<file path="src/rtl/frame_config_loader.sv">
// Frame configuration loader: a sync word unlocks the loader, then each header
// selects a frame index and the following NumberOfRows words are latched and strobed out.
// The optional FramesWritten counter is enabled with `define FRAME_LOADER_FRAMECOUNT_EN.
module frame_config_loader #(
  parameter int FrameBitsPerRow = 32,
  parameter int MaxFramesPerCol = 20,
  parameter int NumberOfRows    = 16
) (
  input  logic                                    CLK,
  input  logic                                    resetn,
  input  logic [FrameBitsPerRow-1:0]              WriteData,
  input  logic                                    WriteValid,
  output logic                                    WriteReady,
  output logic [NumberOfRows*FrameBitsPerRow-1:0] FrameData,
  output logic [MaxFramesPerCol-1:0]              FrameStrobe,
  output logic                                    ConfigBusy,
  output logic                                    ConfigDone,
  output logic                                    ConfigError
`ifdef FRAME_LOADER_FRAMECOUNT_EN
  ,
  output logic [15:0]                             FramesWritten
`endif
);

  localparam logic [1:0] IDLE   = 2'd0;
  localparam logic [1:0] HEADER = 2'd1;
  localparam logic [1:0] DATA   = 2'd2;
  localparam logic [1:0] STROBE = 2'd3;

  localparam int RowW = (NumberOfRows > 1) ? $clog2(NumberOfRows) : 1;
  localparam logic [RowW-1:0] LAST_ROW = RowW'(NumberOfRows - 1);
  localparam logic [FrameBitsPerRow-1:0] SYNC_WORD = FrameBitsPerRow'(32'hFAB0_FAB1);

  logic [1:0]      state_q;
  logic [RowW-1:0] row_q;
  logic [4:0]      index_q;
  logic            index_ok_q;
  logic [NumberOfRows-1:0][FrameBitsPerRow-1:0] frame_rows_q;

  logic                       accept;
  logic                       is_sync;
  logic                       hdr_end;
  logic [4:0]                 hdr_index;
  logic                       hdr_index_ok;
  logic [MaxFramesPerCol-1:0] strobe_onehot;

  assign WriteReady   = (state_q != STROBE);
  assign ConfigBusy   = (state_q != IDLE);
  assign FrameData    = frame_rows_q;
  assign accept       = WriteValid && WriteReady;
  assign is_sync      = (WriteData == SYNC_WORD);
  assign hdr_end      = WriteData[31];
  assign hdr_index    = WriteData[4:0];
  assign hdr_index_ok = (32'(hdr_index) < 32'(MaxFramesPerCol));

  // NOTE: every signal written in always_comb gets a default first, otherwise
  // any path that skips the assignment infers a latch.
  always_comb begin
    strobe_onehot = '0;
    for (int i = 0; i < MaxFramesPerCol; i++) begin
      strobe_onehot[i] = index_ok_q && (32'(index_q) == 32'(i));
    end
  end

  // NOTE: sequential state uses non-blocking assignments so every register
  // samples pre-edge values, independent of statement order.
  always_ff @(posedge CLK or negedge resetn) begin
    if (!resetn) begin
      state_q      <= IDLE;
      row_q        <= '0;
      index_q      <= '0;
      index_ok_q   <= 1'b0;
      FrameStrobe  <= '0;
      ConfigDone   <= 1'b0;
      ConfigError  <= 1'b0;
      // NOTE: the row storage is reset on purpose: downstream tiles must see
      // all-zero frame data after reset, so this is not left as uninitialised RAM.
      frame_rows_q <= '0;
    end else begin
      ConfigDone  <= 1'b0;
      FrameStrobe <= '0;
      case (state_q)
        IDLE: begin
          if (accept && is_sync) begin
            state_q     <= HEADER;
            ConfigError <= 1'b0;
          end
        end
        HEADER: begin
          if (accept && !is_sync) begin
            if (hdr_end) begin
              ConfigDone <= 1'b1;
              state_q    <= IDLE;
            end else begin
              index_q    <= hdr_index;
              index_ok_q <= hdr_index_ok;
              row_q      <= '0;
              state_q    <= DATA;
              if (!hdr_index_ok) ConfigError <= 1'b1;
            end
          end
        end
        DATA: begin
          // Sync words are ordinary payload here; only the row count ends a frame.
          if (accept) begin
            frame_rows_q[row_q] <= WriteData;
            if (row_q == LAST_ROW) begin
              row_q       <= '0;
              FrameStrobe <= strobe_onehot;
              state_q     <= STROBE;
            end else begin
              row_q <= row_q + 1'b1;
            end
          end
        end
        default: begin
          state_q <= HEADER;
        end
      endcase
    end
  end

`ifdef FRAME_LOADER_FRAMECOUNT_EN
  always_ff @(posedge CLK or negedge resetn) begin
    if (!resetn) begin
      FramesWritten <= '0;
    end else if (state_q == IDLE && accept && is_sync) begin
      FramesWritten <= '0;
    end else if (|FrameStrobe && FramesWritten != 16'hFFFF) begin
      FramesWritten <= FramesWritten + 16'd1;
    end
  end
`endif

endmodule

</file>
<file path="config.mk">
export PLATFORM = sky130hd
export DESIGN_NAME = frame_config_loader
export DESIGN_NICKNAME = d
export VERILOG_FILES = /design/src/rtl/frame_config_loader.sv
export SDC_FILE = /design/constraint.sdc
export NUM_CORES = 1
export LEC_CHECK = 0
export BUFFER_PORTS_ARGS = -buffer_cell sky130_fd_sc_hd__clkbuf_2
export CORE_AREA = 2 2 224 226
export CTS_BUF_LIST = sky130_fd_sc_hd__clkbuf_8
export DETAILED_ROUTE_END_ITERATION = 7
export DIE_AREA = 0 0 226 228
export PLACE_DENSITY = 0.67
export SLEW_MARGIN = 15
export SYNTH_ARGS = -nofsm -noshare
export SYNTH_HDL_FRONTEND = slang
export SYNTH_SLANG_ARGS = --single-unit
</file>
<file path="constraint.sdc">
create_clock -name CLK -period 5.05 [get_ports CLK]
set_clock_uncertainty 0.1 [all_clocks]
set_input_delay 0.505 -clock CLK [delete_from_list [all_inputs] [get_ports CLK]]
set_output_delay 0.505 -clock CLK [all_outputs]
set_load 0.1 [all_outputs]
</file>
==> flow_summary.yaml, run 1 <==
pwr:
  power_density_nw_per_um2: 446
  p_leak_uw: 0.0144
  ir_drop_uv: 319
placed_design:
  gp_congestion: 0.805
  io_buffers: 570
  dp.cells: 2454
  place_ws_ps: 1820
  place_hpwl_um: 41900
  place_area_sq_um: 24300
routing:
  avgRoutedWirePerCell_um: 23.9
  routed_via_density: 5.05
  drtIter0Drc: 583
  via_count: 13178
  finalWirelength_um: 62500
  remaining_drc_errors: 0
  ant_nets: 0
  drt_pass1_iterations: 4
logic_synthesis:
  synth_cells: 1276
  ys_seq_area_frac: 0.660
  yosysWarnings: 0
  syn_nets: 1320
  ys_ff_latch: 546
  synth_area_sq_um: 20700
  synth_cell_types: 37
  syn_area_per_cell_sq_um: 16.2
layout:
  fillCellCount: 4237
  seq_area_sq_um: 13700
  area_growth_pct: 26.0
  fin_area_sq_um: 26100
  nets: 1920
  fin_cells: 2610
  num_antenna_cells: 0
  multi_input_area_sq_um: 6630
  fin_util: 0.528
  drive_gt1_frac: 0.638
floorplanning:
  dieArea_sq_um: 51500
  fp.dieW_um: 226
  core_sq_um: 49300
  dieHeight_um: 228
  num_rows: 82
  start_util: 0.419
  ios: 571
clock_network:
  clock_sinks: 546
  tritoncts: "yes"
  root_buffer: "clkbuf_8"
  cts_resized: 0
  insertion_delay_ps: 660
  clk_pin_slew_ps: 60
  numCtsBuffers: 90
  clockBufferDepth: 3
  cts_max_level: 3
worst_setup_path:
  startpoint: "state_q[0]$_DFFE_PN0P_"
  crit_type: "reg -> reg"
  worst_setup_path_end_kind: "register"
  cp.required_ps: 5520
  cp-start-kind: "register"
  cp_max_fo: 33
  worstPathArrival_ps: 3680
  r2r_start: "state_q[0]$_DFFE_PN0P_"
timing:
  worstMarginPinSlew_ps: 1120
  fin_crit_ps: 3210
  fin_crit_sh: 0.636
  hold_viol: 0
  layout_setup_ws_ps: 1840
  final-max-slew-violation-count: 0
  setup_tns_ps: 0
  rsz0062_at_grt: "false"
  setup_viol: 0
  fmaxAchievable_mhz: 312
  slew_headroom: 0.250
run:
  maxCapViolations: 0
global_route:
  grt_usage: 0.245
  antenna_found_initial: 0
  grt_max_degree: 121
  grt-ovfl-total: 0
  grt_pass1_wl_um: 92500
  grt_pass1_vias: 13982
run_status:
  status: "finished, final reports clean"
min_path:
  holdCritStartpoint: "WriteValid"
  hold_class: "in -> reg"
[metrics by stage]
step / hold WS [ps] / power, uW
after floorplan: 109 / 7350
after global placement: 371 / 7960
after detailed placement: 374 / 8000
after CTS: 40.2 / 11700
after global routing: 101 / 12100
final: 121 / 11600
[sequential cells by signal, indices dropped and copies added, names as in the netlist]
name,flops
FrameData,512
row_q,4
index_q,5
ConfigDone,1
FrameStrobe,20
ConfigError,1
index_ok_q,1
state_q,2
[worst max-delay path, stage by stage (launching register included)]
cell     delay [ps]
dfrtp_1         410
inv_1           110
ha_1            500
nand3_1         430
nor2_4          960
nand4_1         320
nor3b_1         270
[cells in the final DEF, fill, tap and decap left out, drive strengths merged, types with 2 or more instances in the layout]
| cell | instances |
|---|---|
| inv | 36 |
| clkbuf | 681 |
| nor4 | 3 |
| mux2i | 3 |
| buf | 27 |
| nor3 | 5 |
| o21ai | 9 |
| nand4bb | 2 |
| nand2b | 4 |
| nand4 | 7 |
| a21oi | 3 |
| clkinv | 11 |
| ha | 9 |
| nand4b | 3 |
| clkinvlp | 2 |
| dfrtp | 546 |
| nor2 | 33 |
| mux2 | 519 |
| nand3 | 8 |
| nand3b | 2 |
| nor3b | 2 |
| nand2 | 11 |
[worst paths after layout]
path                                         endpoint  slack [ps]  cells past startpoint
max                         FrameStrobe[18]$_DFF_PN0_        1840                      6
max in group asynchronous  FrameData[303]$_DFFE_PN0P_        3240                      3
min                           ConfigError$_DFFE_PN0P_         120                      4
min in group asynchronous  FrameData[173]$_DFFE_PN0P_         400                      2
min reg2reg                FrameData[158]$_DFFE_PN0P_         380                      1
max reg2reg                 FrameStrobe[18]$_DFF_PN0_        1840                      6
[repair_timing]
action | CTS | global route
setup buffers | 0 | 0
endpoints found under the setup margin | 0 | 0
hold buffers | 1 | 0
endpoints found under the hold margin | 91 | 0
[final cells by class]
class | instances | area share
inverter | 7 | 0.00101
clock buffer | 112 | 0.0591
sequential | 546 | 0.524
multi-input combinational | 634 | 0.254
timing repair buffer | 597 | 0.122
clock inverter | 42 | 0.00686
tap | 672 | 0.0323
[power breakdown]
| part | switching, uW | internal (uW) | leakage [uW] |
|---|---|---|---|
| logic | 2580 | 478 | 0.00586 |
| clock network | 1710 | 1980 | 0.00100 |
| registers | 191 | 4680 | 0.00755 |
[synth_stat cells]
| master | number | share of area |
|---|---|---|
| dfrtp_1 | 546 | 0.66 |
| mux2_2 | 502 | 0.27 |
| clkbuf_1 | 36 | 0.0065 |
| buf_2 | 32 | 0.0077 |
| nor2_1 | 30 | 0.0054 |
| mux2_1 | 17 | 0.0093 |
| buf_4 | 16 | 0.0058 |
| nand2_1 | 11 | 0.0020 |
| ha_1 | 9 | 0.0054 |
| nand3_1 | 8 | 0.0019 |
| o21ai_0 | 8 | 0.0019 |
| inv_1 | 7 | 0.0013 |
| nand4_1 | 7 | 0.0021 |
| nor3_1 | 5 | 0.0012 |
| nand2b_1 | 4 | 0.0012 |
| a21oi_1 | 3 | 0.00073 |
| buf_6 | 3 | 0.0016 |
| mux2i_1 | 3 | 0.0015 |
| nand4b_1 | 3 | 0.0013 |
| nor2_2 | 3 | 0.00091 |
| nor4_1 | 3 | 0.00091 |
| buf_1 | 2 | 0.00036 |
| nand3b_1 | 2 | 0.00073 |
| nand4bb_1 | 2 | 0.0011 |
| nor3b_1 | 2 | 0.00073 |
| a22o_1 | 1 | 0.00042 |
| a32o_1 | 1 | 0.00048 |
| and2b_1 | 1 | 0.00036 |
| and4_1 | 1 | 0.00042 |
| nor2b_1 | 1 | 0.00030 |
| nor4b_2 | 1 | 0.00073 |
| nor4bb_1 | 1 | 0.00048 |
| o2111ai_1 | 1 | 0.00042 |
| o21ai_1 | 1 | 0.00024 |
| o22ai_1 | 1 | 0.00030 |
| or2_2 | 1 | 0.00030 |
| or3_1 | 1 | 0.00030 |
[logic make-up (layout without fill, tap and decap cells)]
kind of cell | Yosys count | count (layout) | share of synthesized area
AOI/OAI and AO/OA | 16 | 16 | 0.00454
adders and majority gates | 9 | 9 | 0.00544
DFF | 546 | 546 | 0.660
muxes | 522 | 522 | 0.284
buffers and inverters | 96 | 758 | 0.0233
and+or+nand+nor | 87 | 87 | 0.0224
[metal layers]
layer,routed length [um],track usage,up-vias
li1,-,-,5677
met1,26200,0.312,6900
met2,29600,0.388,459
met3,4130,0.0677,142
met4,2610,0.115,0
met5,0,0,-
Note: power is estimated with default switching activity, not from simulation.
==> run 2: changes to the inputs <==
Clock period 5.05 ns to 3.2 ns, I/O delays scaled along.
==> run 2 against run 1 <==
  * Count of clock-buffer cells in the layout increased by 9
  * Clock power increased by 69%
  * Final cell count rose by 0.88%
  * Combinational power increased by 58%
  * Worst setup slack worse by 1200 ps
  * Sequential share of layout area is 0.70 points lower
  * Critical path depth did not move
  * Global-route usage is 0.24 points lower
  * Worst hold slack improved by 11 ps
  * Largest cell class unchanged
==> flow_summary.yaml, run 2 (synthesized netlist as in run 1, its figures left out) <==
placed_design:
  io_buffers: 570
  gp_congestion: 0.822
  place_ws_ps: 574
  place_hpwl_um: 42100
routing:
  avgRoutedWirePerCell_um: 23.5
  routed_via_density: 5.05
  drt_pass1_iterations: 5
  via_count: 13304
  remaining_drc_errors: 0
  ant_nets: 0
  finalWirelength_um: 61900
  drtIter0Drc: 676
pwr:
  power_density_nw_per_um2: 710
  ir_drop_uv: 476
  p_leak_uw: 0.0146
clock_network:
  root_buffer: "clkbuf_8"
  cts_max_level: 3
  cts_resized: 0
  clockBufferDepth: 3
  hold_buffers: 2
  numCtsBuffers: 91
  insertion_delay_ps: 690
  post_cts_buffers: 0
  clk_pin_slew_ps: 60
  clock_sinks: 546
  tritoncts: "yes"
worst_setup_path:
  path_buf_inv: 1
  r2r_cells: 6
  crit_chain: "ha_1 > and2b_1 > nand3_1 > nor2_4 > buf_4 > mux2_2"
  cp_top_family: "simple AND/OR/NAND/NOR gates"
  cp.required_ps: 3650
  crit_cells: 6
  worst_setup_path_end_kind: "register"
  cp-start-kind: "register"
  crit_type: "reg -> reg"
  max_stage_delay_ps: 420
  ff2ff_setup_slack_ps: 630
  cp_max_fo: 21
  worst_path_max_delay_cell: "dfrtp_1"
  worstPathArrival_ps: 3020
global_route:
  grt_pass1_vias: 13971
  grt_max_degree: 85
  grt_usage: 0.243
  grt-ovfl-total: 0
  antenna_found_initial: 1
  grt_pass1_wl_um: 92500
timing:
  fin_crit_sh: 0.804
  layout_setup_ws_ps: 629
  slew_headroom: 0.513
  hold_viol: 0
  holdWs_ps: 131
  fin_crit_ps: 2570
  setup_tns_ps: 0
  rsz0062_at_grt: "false"
  fmaxAchievable_mhz: 389
  final-max-slew-violation-count: 0
  setup_viol: 0
  worstMarginPinSlew_ps: 731
layout:
  final_cell_mix: "clkbuf_2 (569), dfrtp_1 (546), mux2_2 (502), clkbuf_8 (121), inv_1 (35)"
  area_growth_pct: 27.7
  drive_gt1_frac: 0.643
  nets: 1936
  largest_register_ffs: 512
  final_common_cell: "clkbuf_2"
floorplanning:
  ios: 571
  num_rows: 82
  start_util: 0.419
  dieArea_sq_um: 51500
  core_sq_um: 49300
  dieHeight_um: 228
  fp.dieW_um: 226
run:
  maxCapViolations: 0
run_status:
  status: "finished, final reports clean"
min_path:
  hold_depth: 2
  hold_class: "in -> reg"
## run 2: final timing paths
check	start	endpoint
worst max-delay path	state_q[0]$_DFFE_PN0P_	FrameData[341]$_DFFE_PN0P_
worst min-delay path	WriteData[31]	FrameData[287]$_DFFE_PN0P_
worst max register to register	state_q[0]$_DFFE_PN0P_	FrameData[341]$_DFFE_PN0P_
worst min register to register	FrameData[180]$_DFFE_PN0P_	FrameData[180]$_DFFE_PN0P_
max in group asynchronous	resetn	FrameData[313]$_DFFE_PN0P_
min in group asynchronous	resetn	FrameData[303]$_DFFE_PN0P_
## run 2: routing by layer
layer	global-route usage	vias up	wire (um)
li1	-	5741	-
met2	0.392	472	30100
met4	0.0921	0	2070
met5	0	-	0
met3	0.0701	110	4070
met1	0.309	6981	25700
## run 2: per-stage QoR
step,utilization,instances,power [uW],cell area (sq um)
after floorplan,-,1276,11600,20700
after global placement,0.497,2469,12600,24500
after detailed placement,0.497,2469,12700,24500
after CTS,0.535,2632,18900,26400
after global routing,0.535,2633,19400,26400
final,0.535,2633,18800,26400
## run 2: where the power goes
group | internal, uW | switching, uW | total (uW)
clock | 3450 | 2790 | 6240
combinational | 771 | 4070 | 4840
sequential | 7380 | 306 | 7680
## run 2: worst reg2reg max path, cell delays in order (launching register included)
cell,delay [ps]
dfrtp_1,420
ha_1,230
and2b_1,410
nand3_1,320
nor2_4,190
buf_4,360
mux2_2,390
## run 2: layout make-up
class	count	area, sq um
Fill cell	4174	22900
Sequential cell	546	13700
Multi-Input combinational cell	634	6630
Timing Repair Buffer	612	3380
Clock buffer	121	1670
Tap cell	672	841
Clock inverter	40	206
Inverter	7	26.3
Antenna cell	1	2.50
==> run 3: changes to the inputs <==
Settings changed: PLACE_DENSITY 0.67 to 0.69.
Clock period 3.2 ns to 2.2 ns, I/O delays scaled along.
==> run 3 against run 2 <==
  * The run now ends with negative setup slack left
  * Largest power group unchanged
  * Total power increased by 45%
  * Register-to-register slack worse by 630 ps
  * Via count up 4.0%
  * Worst hold slack got worse by 37 ps
  * Sequential power up 46%
  * Largest cell class unchanged
  * Critical path depth grew 2
  * Clock power grew 42%
  * Maximum frequency increased by 17%
  * Wire length up 6.8%
  * Flip-flop and latch count unchanged
==> flow_summary.yaml, run 3 (synthesized netlist as in run 1, its figures left out) <==
layout:
  final_cell_mix: "clkbuf_2 (567), dfrtp_1 (546), mux2_2 (502), clkbuf_8 (107), buf_4 (56)"
  fillCellCount: 4054
  fin_area_sq_um: 27900
  largest_register_ffs: 512
  fin_util: 0.565
  final_common_cell: "clkbuf_2"
  area_growth_pct: 34.8
  drive_gt1_frac: 0.647
  nets: 2046
timing:
  fin_crit_sh: 1.00
  setup_viol: 1
  slew_headroom: 0.464
  layout_setup_ws_ps: -2.67
  final-max-slew-violation-count: 0
  rsz0062_at_grt: "true"
  fmaxAchievable_mhz: 454
  fin_crit_ps: 2200
  hold_viol: 0
  worstMarginPinSlew_ps: 794
  holdWs_ps: 94.4
worst_setup_path:
  worst_setup_path_end_kind: "register"
  cp_max_fo: 10
  cp.required_ps: 2670
  cp_top_family: "simple AND/OR/NAND/NOR gates"
  r2r_start: "state_q[1]$_DFFE_PN0P_"
  crit_type: "reg -> reg"
  crit_chain: "ha_1 > and2b_2 > nand3_1 > buf_4 > nor2_4 > buf_12 > clkbuf_16 > mux2_2"
  startpoint: "state_q[1]$_DFFE_PN0P_"
  path_buf_inv: 3
  cp-start-kind: "register"
  worstPathArrival_ps: 2670
  max_stage_delay_ps: 410
  worst_path_max_delay_cell: "dfrtp_1"
run:
  maxCapViolations: 0
floorplanning:
  num_rows: 82
  ios: 571
  start_util: 0.419
  dieHeight_um: 228
  fp.dieW_um: 226
  dieArea_sq_um: 51500
  core_sq_um: 49300
clock_network:
  clockBufferDepth: 3
  root_buffer: "clkbuf_8"
  cts_max_level: 3
  clk_pin_slew_ps: 60
  insertion_delay_ps: 690
  clock_sinks: 546
  numCtsBuffers: 90
  tritoncts: "yes"
routing:
  ant_nets: 0
  routed_via_density: 5.03
  via_count: 13841
  avgRoutedWirePerCell_um: 24.1
  remaining_drc_errors: 0
  finalWirelength_um: 66200
  drt_pass1_iterations: 4
  drtIter0Drc: 675
pwr:
  p_leak_uw: 0.0153
  seq_power_share: 0.411
  internal-power_uw: 16700
  switchingPower_uw: 10600
  ir_drop_uv: 1270
  combPwrFrac: 0.265
  swShare: 0.387
  power_density_nw_per_um2: 977
  p_clk_frac: 0.324
global_route:
  grt-ovfl-total: 0
  grt_usage: 0.246
  grt_pass1_vias: 14517
  antenna_found_initial: 3
  grt_pass1_wl_um: 93400
  grt_max_degree: 81
placed_design:
  io_buffers: 570
  gp_congestion: 0.813
  place_hpwl_um: 44000
  place_area_sq_um: 25100
run_status:
  violations: "negative setup slack"
  status: "finished, violations left"
min_path:
  hold_class: "in -> reg"
  holdCritStartpoint: "WriteData[21]"
run 3: worst register-to-register path, stage by stage (launching register included):
cell and delay (ps):
dfrtp_1 410, ha_1 220, and2b_2 280, nand3_1 90
buf_4 180, nor2_4 130, buf_12 140, clkbuf_16 180
mux2_2 360
run 3: metrics by stage:
| step | std cells | TNS (ps) | total power [uW] | worst slack [ps] |
|---|---|---|---|---|
| 2_1_floorplan | 1276 | 0 | 16900 | 94.8 |
| 5_1_grt | 2749 | -6930 | 28200 | -84.4 |
| 3_3_place_gp | 2520 | -53.5 | 18400 | -42.9 |
| 4_1_cts | 2717 | -17.0 | 27500 | -17.0 |
| 6_report | 2750 | -2.67 | 27300 | -2.67 |
| 3_5_place_dp | 2520 | -427 | 18500 | -38.8 |
run 3: worst paths after layout:
check	end	slack, ps	depth (start not counted)
min	FrameData[373]$_DFFE_PN0P_	90	3
max	FrameData[419]$_DFFE_PN0P_	-3	8
max reg2reg	FrameData[419]$_DFFE_PN0P_	-3	8
min in group asynchronous	FrameData[52]$_DFFE_PN0P_	160	3
min reg2reg	FrameData[153]$_DFFE_PN0P_	390	1
max in group asynchronous	FrameData[395]$_DFFE_PN0P_	1310	3
run 3: layout make-up:
cell class / instances / area [sq um] / area share
Sequential cell: 546 / 13700 / 0.490
Multi-Input combinational cell: 634 / 6670 / 0.239
Timing Repair Buffer: 723 / 4890 / 0.175
Clock buffer: 107 / 1470 / 0.0528
Tap cell: 672 / 841 / 0.0301
Clock inverter: 57 / 325 / 0.0117
Inverter: 7 / 30.0 / 0.00108
Antenna cell: 4 / 10.0 / 0.000359
run 3: power by group through the flow:
stage | logic (uW) | clock network [uW] | registers (uW)
2_1_floorplan | 1240 | 0 | 15600
3_3_place_gp | 7110 | 0 | 11300
3_5_place_dp | 7170 | 0 | 11400
4_1_cts | 7250 | 9030 | 11200
5_1_grt | 7470 | 9490 | 11300
6_report | 7230 | 8830 | 11200
run 3: layer usage:
layer | part of all wire | track usage
met5 | 0 | 0
met4 | 0.035 | 0.112
met3 | 0.067 | 0.0672
met2 | 0.49 | 0.402
met1 | 0.41 | 0.306
run 3: timing repair:
action | CTS | global route
resized for setup | 6 | 19
cloned | 0 | 17
buffers inserted | 0 | 12
endpoints found under the setup margin | 140 | 327
pin swaps | 0 | 12
endpoints found under the hold margin | 934 | 0
hold buffers | 33 | 0
